### config.mk
export PLATFORM = sky130hd
export DESIGN_NAME = reaction_timer_core
export DESIGN_NICKNAME = d
export VERILOG_FILES = /design/src/rtl/reaction_timer_core.sv
export SDC_FILE = /design/constraint.sdc
export NUM_CORES = 1
export LEC_CHECK = 0
export CORE_ASPECT_RATIO = 0.5
export CORE_MARGIN = 3
export CORE_UTILIZATION = 45
export DETAILED_ROUTE_END_ITERATION = 8
export PLACE_DENSITY_LB_ADDON = 0.1
export SETUP_SLACK_MARGIN = 0.4
export SLEW_MARGIN = 10
export SYNTH_ARGS = -nofsm -noshare
export SYNTH_HDL_FRONTEND = slang
export SYNTH_SLANG_ARGS = --single-unit
### constraint.sdc
create_clock -name clk -period 3.2 [get_ports clk]
set_clock_uncertainty 0.1 [all_clocks]
set_input_delay 0.64 -clock clk [delete_from_list [all_inputs] [get_ports clk]]
set_output_delay 0.64 -clock clk [all_outputs]
set_load 0.02 [all_outputs]
### src/rtl/reaction_timer_core.sv
// Reaction timer: random LFSR-derived wait, LED stimulus, BCD millisecond count.
// Optional cheat detection (stop during the wait) enabled by RT_CHEAT_DETECT_EN.
module reaction_timer_core #(
  parameter int          CLK_HZ       = 100000000,
  parameter int          MS_DIV       = CLK_HZ / 1000,
  parameter int          MIN_DELAY_MS = 1000,
  parameter logic [15:0] LFSR_SEED    = 16'hACE1
) (
  input  logic        clk,
  input  logic        rst_n,
  input  logic        start,
  input  logic        stop,
  output logic        led,
  output logic [15:0] bcd,
  output logic        result_valid,
  output logic        timeout,
  output logic        early
);

  localparam int PW = (MS_DIV > 1) ? $clog2(MS_DIV) : 1;
  localparam int WW = $clog2(MIN_DELAY_MS + 2048) + 1;
  localparam logic [PW-1:0] PRESC_MAX = PW'(MS_DIV - 1);

  typedef enum logic [2:0] {
    S_IDLE   = 3'd0,
    S_WAIT   = 3'd1,
    S_TIMING = 3'd2,
    S_DONE   = 3'd3,
    S_FAULT  = 3'd4
  } state_t;

  state_t          state_r, state_s;
  logic [15:0]     lfsr_r;
  logic [PW-1:0]   presc_r, presc_s;
  logic [WW-1:0]   wcnt_r, wcnt_s;
  logic [15:0]     bcd_s, bcd_inc_s;
  logic            timeout_s, early_s;
  logic            tick_s, start_ok_s, last_tick_s, cheat_stop_s;

  function automatic logic [15:0] bcd_add1(input logic [15:0] v);
    logic [15:0] r;
    logic        c;
    r = v;
    c = 1'b1;
    for (int i = 0; i < 4; i++) begin
      if (c && (r[i*4 +: 4] == 4'd9)) begin
        r[i*4 +: 4] = 4'd0;
      end else if (c) begin
        r[i*4 +: 4] = r[i*4 +: 4] + 4'd1;
        c = 1'b0;
      end else begin
        c = 1'b0;
      end
    end
    return r;
  endfunction

  assign tick_s      = ((state_r == S_WAIT) || (state_r == S_TIMING)) && (presc_r == PRESC_MAX);
  assign start_ok_s  = start && ((state_r == S_IDLE) || (state_r == S_DONE) || (state_r == S_FAULT));
  assign bcd_inc_s   = (bcd == 16'h9999) ? bcd : bcd_add1(bcd);
  assign last_tick_s = tick_s && (state_r == S_TIMING) && (bcd_inc_s == 16'h9999);

`ifdef RT_CHEAT_DETECT_EN
  assign cheat_stop_s = stop && (state_r == S_WAIT);
`else
  assign cheat_stop_s = 1'b0;
`endif

  // State register
  always_ff @(posedge clk or negedge rst_n) begin
    if (!rst_n) begin
      state_r <= S_IDLE;
    end else begin
      state_r <= state_s;
    end
  end

  // Next-state logic; stop outranks the final 9999 tick
  always_comb begin
    state_s = state_r;
    case (state_r)
      S_IDLE, S_DONE, S_FAULT: begin
        if (start) state_s = S_WAIT;
        else       state_s = state_r;
      end
      S_WAIT: begin
        if (cheat_stop_s)                        state_s = S_FAULT;
        else if (tick_s && (wcnt_r <= WW'(1)))   state_s = S_TIMING;
        else                                     state_s = S_WAIT;
      end
      S_TIMING: begin
        if (stop || last_tick_s) state_s = S_DONE;
        else                     state_s = S_TIMING;
      end
      default: state_s = S_IDLE;
    endcase
  end

  // Datapath next values: prescaler, wait counter, BCD count and flags
  always_comb begin
    presc_s   = presc_r;
    wcnt_s    = wcnt_r;
    bcd_s     = bcd;
    timeout_s = timeout;
    early_s   = early;

    if (state_s != state_r) presc_s = '0;
    else if (tick_s)        presc_s = '0;
    else if ((state_r == S_WAIT) || (state_r == S_TIMING)) presc_s = presc_r + PW'(1);
    else                    presc_s = '0;

    if (start_ok_s)                                        wcnt_s = WW'(MIN_DELAY_MS) + WW'(lfsr_r[10:0]);
    else if ((state_r == S_WAIT) && tick_s && (wcnt_r != '0)) wcnt_s = wcnt_r - WW'(1);
    else                                                   wcnt_s = wcnt_r;

    if (start_ok_s)                            bcd_s = 16'h0000;
    else if ((state_r == S_TIMING) && tick_s)  bcd_s = bcd_inc_s;
    else if (cheat_stop_s)                     bcd_s = 16'h0000;
    else                                       bcd_s = bcd;

    if (start_ok_s)                  timeout_s = 1'b0;
    else if (last_tick_s && !stop)   timeout_s = 1'b1;
    else                             timeout_s = timeout;

`ifdef RT_CHEAT_DETECT_EN
    if (start_ok_s)        early_s = 1'b0;
    else if (cheat_stop_s) early_s = 1'b1;
    else                   early_s = early;
`else
    early_s = 1'b0;
`endif
  end

  // Registered outputs and datapath; led/result_valid decode the next state
  always_ff @(posedge clk or negedge rst_n) begin
    if (!rst_n) begin
      presc_r      <= '0;
      wcnt_r       <= '0;
      bcd          <= 16'h0000;
      timeout      <= 1'b0;
      early        <= 1'b0;
      led          <= 1'b0;
      result_valid <= 1'b0;
    end else begin
      presc_r      <= presc_s;
      wcnt_r       <= wcnt_s;
      bcd          <= bcd_s;
      timeout      <= timeout_s;
      early        <= early_s;
      led          <= (state_s == S_TIMING);
      result_valid <= (state_s == S_DONE);
    end
  end

  // Free-running Fibonacci LFSR, taps 16,14,13,11
  always_ff @(posedge clk or negedge rst_n) begin
    if (!rst_n) begin
      lfsr_r <= LFSR_SEED;
    end else begin
      lfsr_r <= {lfsr_r[14:0], lfsr_r[15] ^ lfsr_r[13] ^ lfsr_r[12] ^ lfsr_r[10]};
    end
  end

endmodule

==> results.sh, run 1 <==
export IMPL_syn_area_per_cell_um2=9.66
export IMPL_cts_hold_buffers=0
export IMPL_routed_wl_um=8370
export IMPL_period_needed_ps=2840
export IMPL_min_path_cells=0
export IMPL_yosysWarningCount=0
export IMPL_dr_total_vias=2985
export IMPL_critPathKind="reg -> reg"
export IMPL_final_common_cell="dfrtp_1"
export IMPL_min_path_type="reg -> reg"
export IMPL_dr_pass1_iters=4
export IMPL_gp_congestion=0.906
export IMPL_synthArstFlopShare=1.00
export IMPL_required_ps=3320
export IMPL_hpwl_um=5720
export IMPL_maxSlewHeadroom=0.395
export IMPL_slew_viol_final=0
export IMPL_arrival_ps=2960
export IMPL_syn_cell_area_um2=3710
export IMPL_vias_per_cell=5.60
export IMPL_ys_types=58
export IMPL_path_clk_slew_ps=60
export IMPL_leakage_nw=1.84
export IMPL_status="complete, no violations"
export IMPL_synth_seq_cells=68
export IMPL_nets=434
export IMPL_die_area_um2=9440
export IMPL_critPathCaptureType="register"
export IMPL_hold_slack_ps=253
export IMPL_clockBufferDepth=2
export IMPL_placed_cell_area_um2=4040
export IMPL_grt_max_degree=42
export IMPL_setup_viol=0
export IMPL_chipHeight_um=70.2
export IMPL_power_density_nw_per_um2=423
export IMPL_synth_edf_count=0
export IMPL_synthCells=384
export IMPL_seqCellArea_um2=1720
export IMPL_cts_root_buffer="clkbuf_16"
export IMPL_finalCritPeriodShare=0.887
export IMPL_cts_tree="done"
export IMPL_fill_cells=679
export IMPL_io_pins=24
export IMPL_synth_top_flop_cell="dfrtp_1"
export IMPL_clk_latency_ps=330
export IMPL_final_core_util=0.597
export IMPL_cts_buffers=9
export IMPL_cts_sinks=68
export IMPL_max_cap_viol_count=0
export IMPL_rsz0062_at_grt="yes"
export IMPL_post_route_drc_count=0
export IMPL_antenna_left=0
export IMPL_drive_above_1_share=0.193
export IMPL_finalHoldViolations=0
export IMPL_tightestPinTransition_ps=907
export IMPL_syn_to_final_growth_pct=23.2
export IMPL_diodes=0
export IMPL_rows=22
export IMPL_htree_levels=3
export IMPL_syn_nets=398
export IMPL_track_usage=0.185
export IMPL_ir_drop_v=0.000300
export IMPL_r2r_setup_slack_ps=360
export IMPL_ys_seq_area_frac=0.461
export IMPL_multi_input_area_um2=2010
export IMPL_portBuffers=22
export IMPL_stdcell_area_um2=4570
export IMPL_overflow=0
export IMPL_r2r_cells=10
export IMPL_most_common_layout_cells="55 x dfrtp_1, 42 x nor2_1, 26 x nand2_1, 24 x a21oi_1, 24 x o21ai_0"
export IMPL_antenna_found_initial=0
export IMPL_drt_iter0_drc=125
export IMPL_cp_max_fo=8
export IMPL_fmaxAchievable_mhz=352
export IMPL_core_um2=7650
export IMPL_worst_setup_path_start_kind="register"
export IMPL_post_drt_wl_per_cell_um=15.7
export IMPL_finalSetupTns_ps=0
export IMPL_die_w_um=134
export IMPL_grt_pass1_wl_um=13900
export IMPL_grt_pass1_vias=2749
export IMPL_start_util=0.485
routing by layer:
metal  global-route usage  part of all wire  vias to the layer above
met5                    0                 0                        -
met4               0.0497             0.011                        0
met3               0.0590             0.048                        9
met2                0.286              0.47                       54
met1                0.251              0.47                     1467
li1                     -                 -                     1455
kinds of logic after synthesis:
group	Yosys count	synth area share
DFF	68	0.461
AOI/OAI and AO/OA	77	0.130
buffers and inverters	23	0.0263
other	1	0.00101
and+or+nand+nor	163	0.244
muxes	10	0.0283
xor gates and xnor gates	32	0.0755
adders and majority gates	10	0.0337
cells in the mapped netlist, drive strengths merged (5+ instances only):
| library cell | number | share of area |
|---|---|---|
| nor4 | 11 | 0.023 |
| dfrtp | 60 | 0.40 |
| xnor2 | 19 | 0.045 |
| nor3 | 11 | 0.021 |
| dfstp | 8 | 0.057 |
| a21oi | 24 | 0.032 |
| clkbuf | 6 | 0.0061 |
| nand3 | 20 | 0.027 |
| buf | 9 | 0.012 |
| o21ai | 25 | 0.035 |
| ha | 10 | 0.034 |
| nand2 | 27 | 0.027 |
| nand2b | 9 | 0.015 |
| nand3b | 5 | 0.010 |
| inv | 8 | 0.0081 |
| xor2 | 13 | 0.031 |
| nand4 | 9 | 0.015 |
| mux2i | 6 | 0.016 |
| o31ai | 8 | 0.020 |
| nor2 | 45 | 0.046 |
worst max-delay path, stage by stage (launching register included):
cell,delay [ps]
dfrtp_1,440
inv_2,100
ha_4,130
nand3b_1,230
buf_6,230
o41ai_4,300
nand3_1,130
or4_4,570
o31ai_4,260
buf_6,180
nor2_1,60
per-stage QoR:
stage / std cells / total power [W] / setup slack (ps)
global route: 533 / 0.00199 / 299
global placement: 504 / 0.000905 / 407
detailed placement: 504 / 0.000906 / 265
CTS: 530 / 0.00195 / 407
finish: 533 / 0.00193 / 361
floorplan: 384 / 0.000881 / 407
sequential cells by signal, summed over array words and instances, names as in the netlist:
name	cells
bcd	16
led	1
lfsr_r	16
presc_r	17
result_valid	1
state_r	3
timeout	1
wcnt_r	13
cell type report:
cell class,count,area share
well taps,108,0.0296
clock buffers,9,0.0493
multi-input cells,293,0.439
repair buffers,40,0.0791
clock inverters,7,0.0200
flip-flops and latches,68,0.376
inverters,8,0.00657
what timing repair did:
item	in CTS	in global routing
gates resized for setup	4	22
hold endpoints to repair	0	0
gates cloned	0	0
buffers inserted	10	3
endpoints found under the setup margin	12	17
pin swaps	2	11
report_power, final:
part / total (W) / leakage (nW) / internal, W / switching [W]
clock network: 0.00104 / 0.155 / 0.000678 / 0.000364
registers: 0.000862 / 0.765 / 0.000862 / 0.000000534
logic: 0.0000273 / 0.921 / 0.00000609 / 0.0000212
total: 0.00193 / 1.84 / 0.00155 / 0.000385
path summary, 6_finish.rpt:
| check | startpoint | endpoint |
|---|---|---|
| hold / removal | lfsr_r[14] | lfsr_r[15] |
| setup / recovery | bcd[5] | presc_r[2] |
| min in group asynchronous | rst_n | bcd[1] |
| max in group asynchronous | rst_n | lfsr_r[7] |
| hold reg to reg | lfsr_r[14] | lfsr_r[15] |
| setup reg to reg | bcd[5] | presc_r[2] |
No activity file was read; power rests on OpenSTA's default activity.
==> inputs of run 2 (changes only) <==
--- a/config.mk
+++ b/config.mk
@@ -5,11 +5,13 @@
 export SDC_FILE = /design/constraint.sdc
 export NUM_CORES = 1
 export LEC_CHECK = 0
+export CAP_MARGIN = 20
 export CORE_ASPECT_RATIO = 0.5
 export CORE_MARGIN = 3
 export CORE_UTILIZATION = 45
 export DETAILED_ROUTE_END_ITERATION = 8
 export PLACE_DENSITY_LB_ADDON = 0.1
+export RECOVER_POWER = 100
 export SETUP_SLACK_MARGIN = 0.4
 export SLEW_MARGIN = 10
 export SYNTH_ARGS = -nofsm -noshare
==> run 2 against run 1 <==
The flow now finishes with violations (max-capacitance violations, max-slew violations). Combinational power is 6% lower. Flip-flop and latch count unchanged. Total power is 0.15% lower. Final cell count stayed put. Critical path depth is the same. Hold slack gained 3.1 ps. Critical path type unchanged.
==> results.sh, run 2 (same netlist as run 1, synthesis figures left out) <==
export IMPL_cpPeakStageDelay_ps=550
export IMPL_syn_to_final_growth_pct=21.5
export IMPL_diodes=0
export IMPL_max_cap_viol_count=1
export IMPL_drt_iter0_drc=108
export IMPL_path_buf_inv=3
export IMPL_vias_per_cell=5.62
export IMPL_slew_viol_final=42
export IMPL_finalHoldViolations=0
export IMPL_max_flop_register="presc_r"
export IMPL_grt_pass1_vias=2749
export IMPL_cpMostUsedCell="buf_6"
export IMPL_dr_total_vias=2995
export IMPL_fill_cells=696
export IMPL_violations="max-capacitance violations, max-slew violations"
export IMPL_leakage_nw=1.78
export IMPL_rsz0062_at_grt="yes"
export IMPL_portBuffers=22
export IMPL_chipHeight_um=70.2
export IMPL_reg_top3="presc_r x17, bcd x16, lfsr_r x16"
export IMPL_period_needed_ps=2880
export IMPL_cts_tree="done"
export IMPL_rows=22
export IMPL_final_common_cell="dfrtp_1"
export IMPL_crit_chain="inv_2 > ha_4 > nand3b_1 > buf_6 > o41ai_4 > nand3_1 > or4_4 > o31ai_1 > buf_6 > nor2_1"
export IMPL_nets=434
export IMPL_finalSetupTns_ps=0
export IMPL_cp_max_fo=8
export IMPL_fmaxAchievable_mhz=347
export IMPL_clockBufferDepth=2
export IMPL_start_util=0.485
export IMPL_cts_hold_buffers=0
export IMPL_most_common_layout_cells="56 x dfrtp_1, 42 x nor2_1, 27 x nand2_1, 25 x o21ai_0, 24 x a21oi_1"
export IMPL_grt_met3_usage=0.0590
export IMPL_power_density_nw_per_um2=428
export IMPL_overflow=0
export IMPL_met1_usage=0.251
export IMPL_htree_levels=3
export IMPL_cpLargestDelayFamily="simple AND/OR/NAND/NOR gates"
export IMPL_critPathKind="reg -> reg"
export IMPL_clk_latency_ps=330
export IMPL_top_usage_layer="met2"
export IMPL_ir_drop_v=0.000299
export IMPL_worst_setup_path_start_kind="register"
export IMPL_die_w_um=134
export IMPL_die_area_um2=9440
export IMPL_post_route_drc_count=0
export IMPL_antenna_left=0
export IMPL_status="complete, but fails checks"
export IMPL_dr_pass1_iters=4
export IMPL_maxSlewHeadroom=-0.454
export IMPL_track_usage=0.185
export IMPL_gp_congestion=0.906
export IMPL_arrival_ps=3000
export IMPL_cts_sinks=68
export IMPL_hpwl_um=5720
export IMPL_antenna_found_initial=0
export IMPL_cts_root_buffer="clkbuf_16"
export IMPL_slowest_stage="or4_4"
export IMPL_drive_above_1_share=0.153
export IMPL_path_clk_slew_ps=60
export IMPL_core_um2=7650
export IMPL_grt_max_degree=42
export IMPL_post_drt_wl_per_cell_um=15.8
export IMPL_critPathCaptureType="register"
export IMPL_largest_register_ffs=17
export IMPL_routed_wl_um=8400
export IMPL_io_pins=24
export IMPL_grt_met2_usage=0.286
export IMPL_min_path_type="reg -> reg"
export IMPL_grt_pass1_wl_um=13900
export IMPL_final_core_util=0.589
export IMPL_required_ps=3320
export IMPL_cts_buffers=9
export IMPL_tightestPinTransition_ps=2180
export IMPL_setup_viol=0
export IMPL_finalCritPeriodShare=0.901
## run 2: cell count changes in the layout (fill, tap and decap cells not counted), moves of 4 or more
cell             delta
clkbuf_1            +4
dlygate4sd3_1      +19
dfstp_1             +5
clkdlybuf4s50_1    -19
buf_4               -4
dfstp_2             -5
## run 2: metal layers
| layer | wire length (um) | up-vias |
|---|---|---|
| li1 | - | 1454 |
| met2 | 3910 | 79 |
| met5 | 0 | - |
| met4 | 110 | 0 |
| met3 | 508 | 12 |
| met1 | 3860 | 1450 |
## run 2: area by class of cell
cell class	instances	area [um^2]	area share
Clock inverter	7	91.3	0.0203
Tap cell	108	135	0.0300
Sequential cell	68	1720	0.381
Multi-Input combinational cell	293	1960	0.435
Inverter	8	30.0	0.00666
Clock buffer	9	225	0.0500
Timing Repair Buffer	40	347	0.0769
## run 2: per-stage QoR
| step | total power [W] | instances | hold slack, ps | setup WS, ps | instance area (um^2) |
|---|---|---|---|---|---|
| 2_1_floorplan | 0.000881 | 384 | 233 | 407 | 3720 |
| 3_5_place_dp | 0.000906 | 504 | 245 | 265 | 4040 |
| 4_1_cts | 0.00195 | 530 | 258 | 407 | 4440 |
| 3_3_place_gp | 0.000905 | 504 | 240 | 407 | 4040 |
| 6_report | 0.00193 | 533 | 256 | 316 | 4510 |
| 5_1_grt | 0.00199 | 533 | 276 | 165 | 4510 |
## run 2: worst paths after layout
| kind | from | endpoint | slack (ps) | depth (start not counted) |
|---|---|---|---|---|
| setup / recovery | bcd[5] | presc_r[2] | 320 | 10 |
| hold / removal | lfsr_r[14] | lfsr_r[15] | 260 | 0 |
| setup reg to reg | bcd[5] | presc_r[2] | 320 | 10 |
| hold reg to reg | lfsr_r[14] | lfsr_r[15] | 260 | 0 |
| max in group asynchronous | rst_n | lfsr_r[7] | 710 | 2 |
| min in group asynchronous | rst_n | bcd[1] | 840 | 1 |
## run 2: timing repair
item,CTS,global route
buffers inserted,10,3
pin swaps,2,11
setup endpoints to repair,12,17
gates resized for setup,4,22
## run 2: where the power goes
| part | leakage (nW) | switching (W) | total (W) | internal [W] |
|---|---|---|---|---|
| clock network | 0.155 | 0.000363 | 0.00104 | 0.000678 |
| registers | 0.768 | 0.000000519 | 0.000862 | 0.000861 |
| logic | 0.860 | 0.0000212 | 0.0000257 | 0.00000453 |
| total | 1.78 | 0.000384 | 0.00193 | 0.00154 |
==> edit 1 (config.mk and constraints of run 2) <==
Re-encode `state_t` (5 states) as one-hot, 5 bits wide.
--- a/src/rtl/reaction_timer_core.sv
+++ b/src/rtl/reaction_timer_core.sv
@@ -22,10 +22,10 @@
   localparam logic [PW-1:0] PRESC_MAX = PW'(MS_DIV - 1);
 
-  typedef enum logic [2:0] {
-    S_IDLE   = 3'd0,
-    S_WAIT   = 3'd1,
-    S_TIMING = 3'd2,
-    S_DONE   = 3'd3,
-    S_FAULT  = 3'd4
+  typedef enum logic [4:0] {
+    S_IDLE   = 5'b00001,
+    S_WAIT   = 5'b00010,
+    S_TIMING = 5'b00100,
+    S_DONE   = 5'b01000,
+    S_FAULT  = 5'b10000
   } state_t;
 
Check against the original RTL: no difference found for any inputs over 10 cycles, from zero or initial values and one cycle with rst_n low; not proved beyond that.
==> edit 1 against run 2 <==
  * The flow still finishes with violations (max-capacitance violations, max-slew violations)
  * Final cell count decreased by 2.1%
  * Synthesized area shrank 0.40%
  * Cell area down 2.7%
  * Non-clock buffer count fell by 8
  * Utilization fell by 1.6 points
  * Sequential cell count increased by 2
  * Routed wire length down 1.2%
  * Setup slack improved by 0.25 ns
  * Highest routed layer unchanged
Power is not compared: it rests on default switching activity, and its combinational part moved more than twofold at a synthesized area within 25%.
==> edit 1: results (changes against run 2) <==
outcome: "finished, violations left"
violations: "max-capacitance violations, max-slew violations"
drt_iter0_drc: 222  # +110%
peakVddDrop_mv: 0.321
wl_um: 8300  # -1.2%
synthTopCellsByArea: "dfrtp_1, dfstp_2, xor2_1"
synth.avg_cell_area_um2: 9.70  # +0.38%
dp_hpwl_um: 5850  # +2.3%
dp.cells: 503  # -0.20%
maxCapViolCount: 1  # unchanged
ys_seq_area_share_pct: 47.7  # +1.6 points
vias: 2967  # -0.93%
max_stage_delay_ns: 0.47  # -0.08 ns
synthDistinctLibCells: 48  # -17%
layout.nets: 423  # -2.5%
postPlaceCellArea_um2: 4050  # +0.25%
path_clk_slew_ns: 0.06  # about the same
place_congestion: 0.843  # -7.0%
synth_nets: 395  # -0.75%
synthArstFlopShare_pct: 100  # unchanged
grt_pass1_wl_um: 14200  # +2.0%
grtUsageTotal_pct: 18.7  # +0.20 points
report.final.slew_viol_count: 28  # -33%
cp_max_fo: 13  # +5
stdcell_count: 522  # -2.1%
drive_gt1_share_pct: 7.00  # -8.3 points
antenna_found_initial: 0  # unchanged
grt_pass1_vias: 2904  # +5.6%
post_synth_most_frequent_cells: "dfrtp_1, nor2_1, o21ai_0"
grt_max_degree: 44  # +4.8%
synth_warnings: 0  # unchanged
fillers: 673  # -3.3%
maxSlewHeadroom_pct: -8.54  # +37 points
crit_slowest_cell: "clkbuf_1"
edit 1: worst paths after layout:
kind / startpoint / slack, ns / cells past startpoint / endpoint
hold / removal: lfsr_r[14]$_DFF_PN0_ / 0.25 / 0 / lfsr_r[15]$_DFF_PN1_
min in group asynchronous: rst_n / 0.62 / 1 / bcd[12]$_DFFE_PN0P_
hold reg to reg: lfsr_r[14]$_DFF_PN0_ / 0.25 / 0 / lfsr_r[15]$_DFF_PN1_
max in group asynchronous: rst_n / 1.37 / 2 / lfsr_r[15]$_DFF_PN1_
setup reg to reg: presc_r[9]$_DFF_PN0_ / 0.56 / 7 / wcnt_r[1]$_DFFE_PN0P_
setup / recovery: presc_r[9]$_DFF_PN0_ / 0.56 / 7 / wcnt_r[1]$_DFFE_PN0P_
edit 1: timing repair:
item,CTS,global route
setup buffers,0,3
endpoints found under the setup margin,0,4
resized for setup,0,1
edit 1: power by group through the flow:
stage	clock [mW]	combinational, mW	sequential [mW]
3_3_place_gp	0	0.200	0.971
4_1_cts	1.10	0.207	0.956
5_1_grt	1.14	0.224	0.964
6_report	1.07	0.200	0.957
3_5_place_dp	0	0.207	0.972
2_1_floorplan	0	0.136	0.965
edit 1: cells by family (layout without fill, tap and decap cells):
family	after synthesis	count (layout)	synth area share [%]
simple gates	167	167	25.0
compound gates	74	74	12.5
flops	70	70	47.7
xor+xnor	34	34	8.06
buf+inv	22	55	2.44
fa+ha+maj	10	10	3.39
mux	3	3	0.847
other cells	1	1	0.101
edit 1: worst max-delay path: cells and delay by family (launching register included):
family	cells	cell delay, ns
muxes	2	0.42
DFF	1	0.43
and+or+nand+nor	4	1.10
buffers and inverters	1	0.47
edit 1: metal layers:
layer	global-route usage [%]	vias to the layer above	part of all wire [%]
li1	-	1446	-
met5	0	-	0
met1	24.9	1441	49
met3	5.32	10	4.9
met4	5.30	0	1.1
met2	29.8	70	45
edit 1: metrics by stage:
step,setup WS [ns],util (%)
after global placement,0.623,52.9
after detailed placement,0.503,52.9
final,0.564,57.3
after CTS,0.509,57.1
after floorplan,0.657,-
after global routing,0.321,57.3
edit 1: area by class of cell:
type                       instances  share of cell area [%]
clock buffer                      11                    5.54
clock inverter                     5                    1.91
inverter                           7                   0.599
multi-input combinational        289                    42.0
sequential                        70                    40.2
tap                              108                    3.08
timing repair buffer              32                    6.62
==> edit 2 (config.mk and constraints of run 2) <==
Made on the original files. Build with the macro `RT_CHEAT_DETECT_EN` defined.
--- a/src/rtl/reaction_timer_core.sv
+++ b/src/rtl/reaction_timer_core.sv
@@ -1,4 +1,6 @@
 // Reaction timer: random LFSR-derived wait, LED stimulus, BCD millisecond count.
 // Optional cheat detection (stop during the wait) enabled by RT_CHEAT_DETECT_EN.
+`define RT_CHEAT_DETECT_EN
+
 module reaction_timer_core #(
   parameter int          CLK_HZ       = 100000000,
Formal check against the unedited RTL: not equivalent (a bounded check fails within 4 cycles, from zero or initial values and one cycle with rst_n low).
==> edit 2 against run 2 <==
  * Via count rose by 0.60%
  * Final cell count is 0.94% lower
  * Routed wire length fell by 1.5%
  * Setup slack gained 0.0091 ns
  * First-iteration DRC count is 130% higher
  * Cell area fell by 3.3%
  * Count of clock-buffer cells in the layout unchanged
  * Sequential cell count grew 1
  * Die area increased by 0.60%
  * Synthesized area up 0.64%
  * Largest cell class unchanged
Power is not compared: it rests on default switching activity, and its combinational part moved more than twofold at a synthesized area within 25%.
==> edit 2: results (changes against run 2) <==
path_clk_slew_ns: 0.06  # about the same
synthTopCellsByArea: "dfrtp_1, dfstp_2, nor2_1"
leakage_nw: 1.84
clk_path_buf_depth: 2  # unchanged
grt_pass1_wl_um: 14500  # +4.6%
stdcell_count: 528  # -0.94%
grt_pass1_vias: 2996  # +9.0%
antenna_found_initial: 0  # unchanged
holdPathEnd: "lfsr_r[15]$_DFF_PN1_"
io_buffers: 23  # +4.5%
dp_hpwl_um: 5820  # +1.6%
synth_warnings: 0  # unchanged
htreeDepth: 3  # unchanged
synthDistinctLibCells: 57  # -1.7%
reg2reg_setup_slack_ns: 0.32
synth_nets: 403  # +1.3%
max_stage_delay_ns: 0.59  # +0.04 ns
drt_iter0_drc: 250  # +130%
critPathArrivalTime_ns: 2.99  # about the same
cp_max_fo: 15  # +7
peakVddDrop_mv: 0.373
synthArstFlopShare_pct: 100  # unchanged
hold_depth: 0  # unchanged
maxSlewHeadroom_pct: 5.24  # +51 points
netlist_instances: 389  # +1.3%
place_congestion: 0.881  # -2.8%
worstHoldStart: "lfsr_r[14]$_DFF_PN0_"
r2r_cells: 5  # -5
dr.pass1.iters: 4  # unchanged
viasPerCell: 5.71  # +1.6%
worstReg2RegStart: "state_r[2]$_DFF_PN0_"
r2r_end: "wcnt_r[7]$_DFFE_PN0P_"
holdCritPathClass: "flop to flop"
critical-path-top-delay-family: "simple AND/OR/NAND/NOR gates"
grt_max_degree: 29  # -31%
cts_buffers: 9  # unchanged
routedWlPerCell_um: 15.7  # -0.59%
insertion_delay_ns: 0.33  # about the same
drive_gt1_share_pct: 6.90  # -8.4 points
post_synth_most_frequent_cells: "dfrtp_1, nor2_1, nand2_1"
layout.nets: 429  # -1.2%
crit_slowest_cell: "or4b_1"
reg_top3: "presc_r (17), bcd (16), lfsr_r (16)"
ys_seq_area_share_pct: 46.5  # +0.38 points
diodes: 0  # unchanged
postPlaceCellArea_um2: 4080  # +1.1%
root_buffer: "clkbuf_16"
grtUsageTotal_pct: 18.9  # +0.41 points
outcome: "complete, no violations"
dp.cells: 512  # +1.6%
==> edit 2: repair_timing <==
item	4_1_cts	5_1_grt
hold buffers	0	0
setup buffers	0	0
resized for setup	0	2
endpoints found under the setup margin	0	1
==> edit 2: final cells by class <==
cell class                      count  area (um^2)
Tap cell                          108          135
Inverter                           11         41.3
Fill cell                         675         3320
Timing Repair Buffer               28          248
Sequential cell                    69         1740
Clock inverter                      7         73.8
Clock buffer                        9          225
Multi-Input combinational cell    296         1900
==> edit 2: worst max path at each step <==
stage / from / to / slack (ns) / cells past startpoint
final: state_r[2]$_DFF_PN0_ / wcnt_r[7]$_DFFE_PN0P_ / 0.32 / 5
after global placement: stop / bcd[4]$_DFFE_PN0P_ / 0.45 / 7
after global routing: state_r[2]$_DFF_PN0_ / wcnt_r[7]$_DFFE_PN0P_ / 0.22 / 5
after detailed placement: stop / bcd[6]$_DFFE_PN0P_ / 0.38 / 7
after floorplan: bcd[4]$_DFFE_PN0P_ / led$_DFF_PN0_ / 0.91 / 8
after CTS: bcd[4]$_DFFE_PN0P_ / led$_DFF_PN0_ / 0.66 / 7
==> edit 2: power by group <==
part	internal, mW	switching (mW)	total [mW]
Combinational	0.0812	0.132	0.213
Clock	0.607	0.380	0.987
Sequential	0.915	0.0524	0.967
==> edit 2: logic make-up (layout without fill, tap and decap cells) <==
logic type                 count (synthesis)  after routing  share of synthesized area [%]
muxes                                      5              5                           1.41
DFF                                       69             69                           46.5
AOI/OAI and AO/OA                         83             83                           14.5
xor gates and xnor gates                  29             29                           6.80
and+or+nand+nor                          169            169                           24.9
adders and majority gates                 10             10                           3.35
buffers and inverters                     24             55                           2.51
==> edit 2: metal layers <==
layer / vias to the layer above / GRT usage (%) / part of all wire [%]
met5: - / 0 / 0
met4: 0 / 5.53 / 0.65
met3: 6 / 5.18 / 4.9
met2: 64 / 29.0 / 45
met1: 1491 / 26.1 / 49
li1: 1452 / - / -
==> edit 2: stage by stage <==
step                      hold slack [ns]  setup slack, ns  power, mW  utilization [%]
after floorplan                     0.233            0.911       1.12                -
after global placement              0.243            0.445       1.19             53.0
after detailed placement            0.242            0.377       1.20             53.1
after CTS                           0.238            0.658       2.20             57.0
after global routing                0.282            0.220       2.28             56.7
final                               0.254            0.325       2.17             56.7
